File: config.mk
export PLATFORM = sky130hd
export DESIGN_NAME = decode_stage
export DESIGN_NICKNAME = d
export VERILOG_FILES = /design/src/rtl/riscv_pkg.sv /design/src/rtl/decode_stage_register_file.sv /design/src/rtl/decode_stage.sv
export SDC_FILE = /design/constraint.sdc
export NUM_CORES = 2
export LEC_CHECK = 0
export ABC_CLOCK_PERIOD_IN_PS = 42200
export BUFFER_PORTS_ARGS = -buffer_cell sky130_fd_sc_hd__clkbuf_2
export CAP_MARGIN = 25
export CORE_AREA = 3 3 436 438
export CTS_CLUSTER_SIZE = 28
export DETAILED_ROUTE_END_ITERATION = 6
export DIE_AREA = 0 0 439 441
export HOLD_SLACK_MARGIN = 0.08
export PLACE_DENSITY = 0.5
export SLEW_MARGIN = 20
export SYNTH_ARGS = -nofsm -noshare
export SYNTH_HDL_FRONTEND = slang
export SYNTH_SLANG_ARGS = --single-unit
File: constraint.sdc
create_clock -name clk -period 42.2 [get_ports clk]
set_input_delay 8.44 -clock clk [delete_from_list [all_inputs] [get_ports clk]]
set_output_delay 8.44 -clock clk [all_outputs]
set_load 0.03 [all_outputs]
File: src/rtl/riscv_pkg.sv
// Shared RV32I definitions: opcodes, the canonical NOP and immediate-format classification.
package riscv_pkg;

    localparam logic [6:0] OP_LOAD   = 7'b000_0011;
    localparam logic [6:0] OP_STORE  = 7'b010_0011;
    localparam logic [6:0] OP_BRANCH = 7'b110_0011;
    localparam logic [6:0] OP_JAL    = 7'b110_1111;
    localparam logic [6:0] OP_JALR   = 7'b110_0111;
    localparam logic [6:0] OP_LUI    = 7'b011_0111;
    localparam logic [6:0] OP_AUIPC  = 7'b001_0111;
    localparam logic [6:0] OP_IMM    = 7'b001_0011;
    localparam logic [6:0] OP_REG    = 7'b011_0011;

    localparam logic [31:0] NOP_INSTR = 32'h0000_0013;

    typedef enum logic [2:0] {
        IMM_I,
        IMM_S,
        IMM_B,
        IMM_U,
        IMM_J,
        IMM_NONE
    } imm_type_e;

    function automatic imm_type_e imm_type_of(input logic [6:0] opcode);
        case (opcode)
            OP_LOAD, OP_IMM, OP_JALR: return IMM_I;
            OP_STORE:                 return IMM_S;
            OP_BRANCH:                return IMM_B;
            OP_LUI, OP_AUIPC:         return IMM_U;
            OP_JAL:                   return IMM_J;
            default:                  return IMM_NONE;
        endcase
    endfunction

endpackage

File: src/rtl/decode_stage_register_file.sv
// 32-entry register file: two combinational read ports, one write port, x0 hardwired to zero.
// Optional write-through on reads selected by REGFILE_BYPASS_EN.
module register_file #(
    parameter int unsigned XLEN = 32
) (
    input  logic            clk,
    input  logic            rst,
    input  logic [4:0]      rs1_addr,
    input  logic [4:0]      rs2_addr,
    output logic [XLEN-1:0] rs1_data,
    output logic [XLEN-1:0] rs2_data,
    input  logic            we,
    input  logic [4:0]      rd_addr,
    input  logic [XLEN-1:0] wd
);

    logic [XLEN-1:0] regs [32];

    always_ff @(posedge clk or posedge rst) begin
        if (rst) begin
            regs <= '{default: '0};
        end else if (we && rd_addr != 5'd0) begin
            regs[rd_addr] <= wd;
        end
    end

    always_comb begin
        rs1_data = (rs1_addr == 5'd0) ? '0 : regs[rs1_addr];
        rs2_data = (rs2_addr == 5'd0) ? '0 : regs[rs2_addr];
`ifdef REGFILE_BYPASS_EN
        if (we && rd_addr != 5'd0 && rd_addr == rs1_addr) rs1_data = wd;
        if (we && rd_addr != 5'd0 && rd_addr == rs2_addr) rs2_data = wd;
`endif
    end

endmodule

File: src/rtl/decode_stage.sv
// RV32I decode stage: IF/ID register, register file, immediate generation, load-use stall, ID/EX register.
// Register-file write-through is enabled by defining REGFILE_BYPASS_EN.
module decode_stage #(
    parameter int unsigned XLEN      = 32,
    parameter logic [31:0] NOP_INSTR = riscv_pkg::NOP_INSTR
) (
    input  logic            clk,
    input  logic            rst,
    input  logic [XLEN-1:0] pc_in,
    input  logic [31:0]     instr_in,
    input  logic            PCSrc,
    input  logic            reg_write_wb,
    input  logic [4:0]      rd_wb,
    input  logic [XLEN-1:0] wd_wb,
    input  logic            idex_mem_read,
    input  logic [4:0]      idex_rd_in,
    output logic            PCWrite,
    output logic            id_valid,
    output logic [XLEN-1:0] id_pc,
    output logic [XLEN-1:0] id_rs1_data,
    output logic [XLEN-1:0] id_rs2_data,
    output logic [XLEN-1:0] id_imm,
    output logic [4:0]      id_rs1,
    output logic [4:0]      id_rs2,
    output logic [4:0]      id_rd,
    output logic [6:0]      id_opcode,
    output logic [2:0]      id_funct3,
    output logic            id_funct7b5
);

    import riscv_pkg::*;

    logic [XLEN-1:0] ifid_pc;
    logic [31:0]     ifid_instr;
    logic            ifid_valid;

    logic [6:0]      opcode;
    logic [4:0]      rs1;
    logic [4:0]      rs2;
    logic [4:0]      rd;
    logic [2:0]      funct3;
    logic            funct7b5;
    logic            stall;
    logic [XLEN-1:0] rf_rs1_data;
    logic [XLEN-1:0] rf_rs2_data;
    imm_type_e       imm_type;
    logic [31:0]     imm32;
    logic [XLEN-1:0] imm_ext;

    // Flush beats stall beats load; a flushed slot also clears its PC.
    always_ff @(posedge clk or posedge rst) begin
        if (rst) begin
            ifid_pc    <= '0;
            ifid_instr <= NOP_INSTR;
            ifid_valid <= 1'b0;
        end else if (PCSrc) begin
            ifid_pc    <= '0;
            ifid_instr <= NOP_INSTR;
            ifid_valid <= 1'b0;
        end else if (!stall) begin
            ifid_pc    <= pc_in;
            ifid_instr <= instr_in;
            ifid_valid <= 1'b1;
        end
    end

    always_comb begin
        opcode   = ifid_instr[6:0];
        rd       = ifid_instr[11:7];
        funct3   = ifid_instr[14:12];
        rs1      = ifid_instr[19:15];
        rs2      = ifid_instr[24:20];
        funct7b5 = ifid_instr[30];
    end

    // rs2 is compared regardless of format, so I/U/J-types may stall spuriously.
    always_comb begin
        stall = idex_mem_read && (idex_rd_in != 5'd0) && ifid_valid &&
                ((idex_rd_in == rs1) || (idex_rd_in == rs2));
        PCWrite = ~stall;
    end

    register_file #(
        .XLEN(XLEN)
    ) u_register_file (
        .clk      (clk),
        .rst      (rst),
        .rs1_addr (rs1),
        .rs2_addr (rs2),
        .rs1_data (rf_rs1_data),
        .rs2_data (rf_rs2_data),
        .we       (reg_write_wb),
        .rd_addr  (rd_wb),
        .wd       (wd_wb)
    );

    always_comb begin
        imm_type = imm_type_of(opcode);
        imm32    = '0;
        case (imm_type)
            IMM_I: imm32 = {{20{ifid_instr[31]}}, ifid_instr[31:20]};
            IMM_S: imm32 = {{20{ifid_instr[31]}}, ifid_instr[31:25], ifid_instr[11:7]};
            IMM_B: imm32 = {{19{ifid_instr[31]}}, ifid_instr[31], ifid_instr[7],
                            ifid_instr[30:25], ifid_instr[11:8], 1'b0};
            IMM_U: imm32 = {ifid_instr[31:12], 12'b0};
            IMM_J: imm32 = {{11{ifid_instr[31]}}, ifid_instr[31], ifid_instr[19:12],
                            ifid_instr[20], ifid_instr[30:21], 1'b0};
            default: imm32 = '0;
        endcase
        imm_ext = XLEN'(signed'(imm32));
    end

    always_ff @(posedge clk or posedge rst) begin
        if (rst) begin
            id_valid    <= 1'b0;
            id_pc       <= '0;
            id_rs1_data <= '0;
            id_rs2_data <= '0;
            id_imm      <= '0;
            id_rs1      <= '0;
            id_rs2      <= '0;
            id_rd       <= '0;
            id_opcode   <= '0;
            id_funct3   <= '0;
            id_funct7b5 <= 1'b0;
        end else if (PCSrc || stall) begin
            id_valid    <= 1'b0;
            id_pc       <= '0;
            id_rs1_data <= '0;
            id_rs2_data <= '0;
            id_imm      <= '0;
            id_rs1      <= '0;
            id_rs2      <= '0;
            id_rd       <= '0;
            id_opcode   <= '0;
            id_funct3   <= '0;
            id_funct7b5 <= 1'b0;
        end else begin
            id_valid    <= ifid_valid;
            id_pc       <= ifid_pc;
            id_rs1_data <= rf_rs1_data;
            id_rs2_data <= rf_rs2_data;
            id_imm      <= imm_ext;
            id_rs1      <= rs1;
            id_rs2      <= rs2;
            id_rd       <= rd;
            id_opcode   <= opcode;
            id_funct3   <= funct3;
            id_funct7b5 <= funct7b5;
        end
    end

endmodule

# --- Yosys cells after proc, flatten, opt, wreduce, memory -nomap -nowiden ---
# Cells that the tools add are included.
totals:
  register_bits: 1244
  latch_bits: 0
  ramBits: 0
  mem_bits_ro: 0
  inputBits: 111
  wordCells: 113
  memories: 0
classes:
  n_addsub: 0
  multipliers: 0
  div_mod_pow: 0
  n_lt_le_gt_ge: 4
  n_eq_ne: 15
  shifts: 0
  n_mux: 30
  bitwise: 4
  reduce_logical: 14
ops:
  columns: ["op", "n"]
  rows:
  - ["$bwmux W1024", 1]
  - ["$mux W32", 15]
  - ["$bmux W32 S5", 2]
  - ["$demux W32 S5", 1]
  - ["$pmux W32 S5", 1]
  - ["$eq A7 B7 Y1 const B", 3]
  - ["$ge A6 B6 Y1 const B", 3]
  - ["$not A5 Y6", 3]
  - ["$mux W5", 3]
  - ["$pmux W3 S5", 1]
  - ["$eq A7 B5 Y1 const B", 2]
  - ["$eq A7 B6 Y1 const B", 2]
  - ["$eq A5 B5 Y1", 2]
  - ["$logic_not A5 Y1", 2]
  - ["$reduce_bool A5 Y1", 2]
  - ["$eq A7 B2 Y1 const B", 1]
  - ["$mux W7", 1]
  - ["$eq A3 B2 Y1 const B", 2]
  - ["$lt A6 B1 Y1 const B", 1]
  - ["$logic_and A1 B1 Y1", 5]
  - ["$mux W1", 4]
  - ["$eq A3 B1 Y1 const B", 1]
  - ["$eq A3 B3 Y1 const B", 1]
  - ["$logic_not A3 Y1", 1]
  - ["6 further kinds", 7]

# --- Logic depth before layout (Yosys ltp) ---
depth:
  depth_word: 6
  mapped_depth: 9

# --- Hierarchy ---
# From an unflattened synthesis, not the netlist that was laid out.
unflattened:
  cells_unflattened: 4433
  hier_area_um2: 62697.6
by_module_without_submodules:
  columns: ["mod", "n_inst", "cells_per_inst", "area_each_um2", "seq_area_each_um2"]
  rows:
  - ["register_file", 1, 3724, 54532.3, 25624.6]
  - ["decode_stage", 1, 709, 8165.3, 5509.0]

# --- Worst setup path after synthesis ---
# OpenSTA, ideal clock, no wires.
synth_timing:
  path_kind: "input port to output port"
  start: "input port idex_rd_in[4]"
  end: "output port PCWrite"
  arrival_time_ps: 9793
  t_required_ps: 33760
  path_slack_ps: 23967
  path_stages: 7
  n_path_buf: 2
  cell_sequence: "xnor2_1 -> nand3_1 -> o22a_1 -> buf_2 -> nor2_1 -> buf_2 -> inv_1"
synth_between:
  elab_chain_len: 5
  elab_cells_between_ends: 8
synth_lines:
  columns: ["element", "line_no", "text"]
  rows:
  - ["start: declaration", "decode_stage.sv:16", "input logic [4:0] idex_rd_in,"]
  - ["$reduce_bool A5 Y1", "decode_stage.sv:78", "stall = idex_mem_read && (idex_rd_in != 5'd0) && ifid_valid &&"]
  - ["$logic_and A1 B1 Y1 (2 in a row)", "decode_stage.sv:78", null]
  - ["$logic_and A1 B1 Y1 (*)", "decode_stage.sv:78", null]
  - ["$not A1 Y1 (*)", "decode_stage.sv:80", "PCWrite = ~stall;"]
  - ["end: declaration", "decode_stage.sv:17", "output logic PCWrite,"]
# Every way passes the cells marked *; elsewhere a longest branch is shown, timed or not.

# --- Worst setup path in the final report ---
layout_timing:
  start: "input port idex_rd_in[1]"
  end: "output port PCWrite"
# The elaborated chain is that of the path after synthesis.

==> flow_summary.json <==
{
  "synth_top_flop_cell": "dfrtp_1",
  "status": "finished, final reports clean",
  "syn_avg_cell_area_um2": 15.2,
  "firstDrtPassIters": 5,
  "cts_tree": "done",
  "async_reset_ff_share_pct": 100,
  "power.density_nw_per_um2": 48.6,
  "cts-root-buf": "clkbuf_16",
  "ys_seq_area_share_pct": 50.7,
  "hold_class": "reg -> reg",
  "synth-edff-count": 0,
  "htreeDepth": 4,
  "ys.warnings.count": 0,
  "hpwlAfterDp_um": 111000,
  "fmax_ghz": 0.0527,
  "hold_ws_ns": 0.391,
  "synthXorXnorAreaFrac_pct": 0.143,
  "cp-end-kind": "primary output",
  "period_share_pct": 45.0,
  "yosysTopAreaCellShare_pct": 50.6,
  "synth_mux_area_share_pct": 37.0,
  "dpl.cell_count": 6430,
  "clock_path_buffers": 3,
  "period_needed_ns": 18.98,
  "syn_to_final_growth_pct": 12.9,
  "slew-limit-headroom_pct": 27.9,
  "yosysUniqueCellTypes": 53,
  "postCtsResizedCells": 0,
  "dr_total_vias": 37981,
  "arrival_ns": 10.54,
  "drv_cap": 0,
  "yosys.area_share.simple_pct": 4.08,
  "worst_slew_pin_slew_ns": 1.08,
  "drc": 0,
  "drt_iter0_markers": 2961,
  "path_clk_slew_ns": 0.05,
  "die_w_um": 439,
  "rsz0062_at_grt": "no",
  "synth-compound-area-share_pct": 4.05,
  "reg2reg_depth": 7,
  "place.gp.congestion": 0.780,
  "postRouteAntennaNets": 0,
  "core-area_um2": 187000,
  "setup_violations": 0,
  "cts_hold_buf": 0,
  "track_usage_pct": 20.8,
  "final_max_slew_viol_count": 0,
  "avgViaCountPerCell": 5.67,
  "synth_area_leaders": "dfrtp_1 51%, mux4_2 19%, mux2_2 18%, o22ai_1 2.5%, clkbuf_1 1.4%",
  "grt_pass1_vias": 39700,
  "grt_max_degree": 165,
  "path_class": "in -> out",
  "finalSetupTns_ns": 0,
  "cts_buffers": 146,
  "synth_top_family_by_area": "multiplexers",
  "row_count": 159,
  "initial_core_util_pct": 32.8,
  "synthAdderAreaFrac_pct": 0,
  "hold_viol_final": 0,
  "cts_setup_buffers": 0,
  "routedWlPerCell_um": 30.2,
  "port_buffers": 266,
  "overflow": 0,
  "design.die.area_um2": 194000,
  "totalWireLength_um": 202000,
  "cellLeakagePower_nw": 29.4,
  "p_total_mw": 3.37,
  "finClkSkew_ns": 0.0336,
  "layout-drive-gt1-share_pct": 52.4,
  "start_kind": "input port",
  "cts.sinks": 1244,
  "crit_required_ns": 33.76,
  "syn-num-nets": 4149,
  "synth.cell_area_um2": 61400,
  "instances_no_fill": 6693,
  "die-height_um": 441,
  "ioPinCount": 267,
  "clkLatencyLatePin_ns": 0.80,
  "ys_ff_latch": 1244,
  "cp_max_fo": 67,
  "antenna_found_initial": 10,
  "yosysTopAreaCell": "dfrtp_1",
  "hold_path_depth": 0,
  "fin_nets": 4196,
  "grt_pass1_wl_um": 293000,
  "max-vdd-ir-drop_mv": 0.0335,
  "synthCells": 4038
}
## Yosys cell counts, drive strengths merged, types with 4 or more instances
| master | instances |
|---|---|
| dfrtp | 1241 |
| mux2 | 993 |
| mux4 | 512 |
| o22ai | 250 |
| clkbuf | 233 |
| buf | 227 |
| a21oi | 87 |
| nand3 | 73 |
| nor3 | 70 |
| o21ai | 70 |
| or4 | 64 |
| and2 | 58 |
| nor2 | 49 |
| nand2 | 27 |
| nor3b | 14 |
| nand3b | 10 |
| xnor2 | 10 |
| inv | 5 |
| nor2b | 5 |
| a22oi | 4 |
| mux2i | 4 |
## final cells by class
cell class	count	area, µm²
Timing Repair Buffer	359	2150
Inverter	5	22.5
Fill cell	17763	118000
Clock buffer	219	4200
Antenna cell	5	12.5
Tap cell	2495	3120
Multi-Input combinational cell	2329	28200
Sequential cell	1244	31200
Clock inverter	37	497
## final timing paths
check | start | end | slack [ns]
setup reg to reg | ifid_instr[16]$_DFFE_PP0P_ | id_rs1_data[19]$_DFF_PP0_ | 37.91
setup / recovery | idex_rd_in[1] | PCWrite | 23.22
hold reg to reg | u_register_file.regs[1005]$_DFFE_PP0P_ | u_register_file.regs[1005]$_DFFE_PP0P_ | 0.39
min in group asynchronous | rst | id_pc[6]$_DFF_PP0_ | 7.72
max in group asynchronous | rst | id_rs1_data[12]$_DFF_PP0_ | 30.55
hold / removal | u_register_file.regs[1005]$_DFFE_PP0P_ | u_register_file.regs[1005]$_DFFE_PP0P_ | 0.39
## sequential cells by signal, indices dropped and copies added (netlist names), 7 cells and up
register	count
id_pc	32
id_rs2_data	32
u_register_file.regs	1024
id_opcode	7
ifid_instr	32
ifid_pc	32
id_rs1_data	32
id_imm	32
## where the power goes
group,internal [mW],switching [mW],total (mW)
combinational,0.336,0.243,0.579
clock,0.738,0.525,1.26
sequential,1.39,0.139,1.53
total,2.47,0.907,3.37
## cells by family after synthesis
logic type / after synthesis
compound gates: 423
mux: 1509
xor+xnor: 10
simple gates: 387
flops: 1244
buf+inv: 465
## critical path: stages
cell	delay, ns
clkbuf_2	0.11
or4_1	0.60
o211ai_4	0.19
buf_4	0.58
nor2_4	0.03
buf_4	0.26
inv_1	0.09
clkbuf_2	0.20
## layout by cell type (no fill, tap or decap), types with 4 or more instances in the layout
master / count
clkbuf_8: 21
or4_1: 64
nand2_1: 6
clkinv_2: 12
buf_12: 7
clkinvlp_4: 5
clkinv_8: 4
nor2_1: 32
mux2i_1: 4
nand3_1: 71
dfrtp_4: 6
o21ai_0: 68
clkbuf_16: 149
nor2b_1: 5
a21oi_1: 86
nor3b_1: 14
nor3_2: 62
a22oi_1: 4
clkbuf_1: 49
nor3_1: 8
and2_1: 58
mux4_2: 512
bufinv_16: 8
nand3b_1: 10
o22ai_1: 249
inv_6: 6
mux2_2: 993
clkbuf_2: 266
inv_1: 4
nand2_2: 6
diode_2: 5
nor2_4: 17
dfrtp_1: 1235
buf_4: 81
nand2_4: 15
xnor2_1: 10
## metal layers
layer | GRT usage (%) | share of wire, % | vias up
met3 | 3.53 | 5.1 | 329
met4 | 7.09 | 3.2 | 0
li1 | - | - | 15660
met2 | 34.3 | 48 | 1130
met5 | 0 | 0 | -
met1 | 27.9 | 43 | 20862
## stage by stage
stage	instance area (µm²)	worst slack, ns	utilization (%)
detailed placement	64600	23.24	34.5
CTS	69300	23.23	37.0
floorplan	61400	16.57	-
global route	69300	23.12	37.1
global placement	64500	23.22	34.5
finish	69300	23.22	37.1
Power figures use the tool's default switching activity.
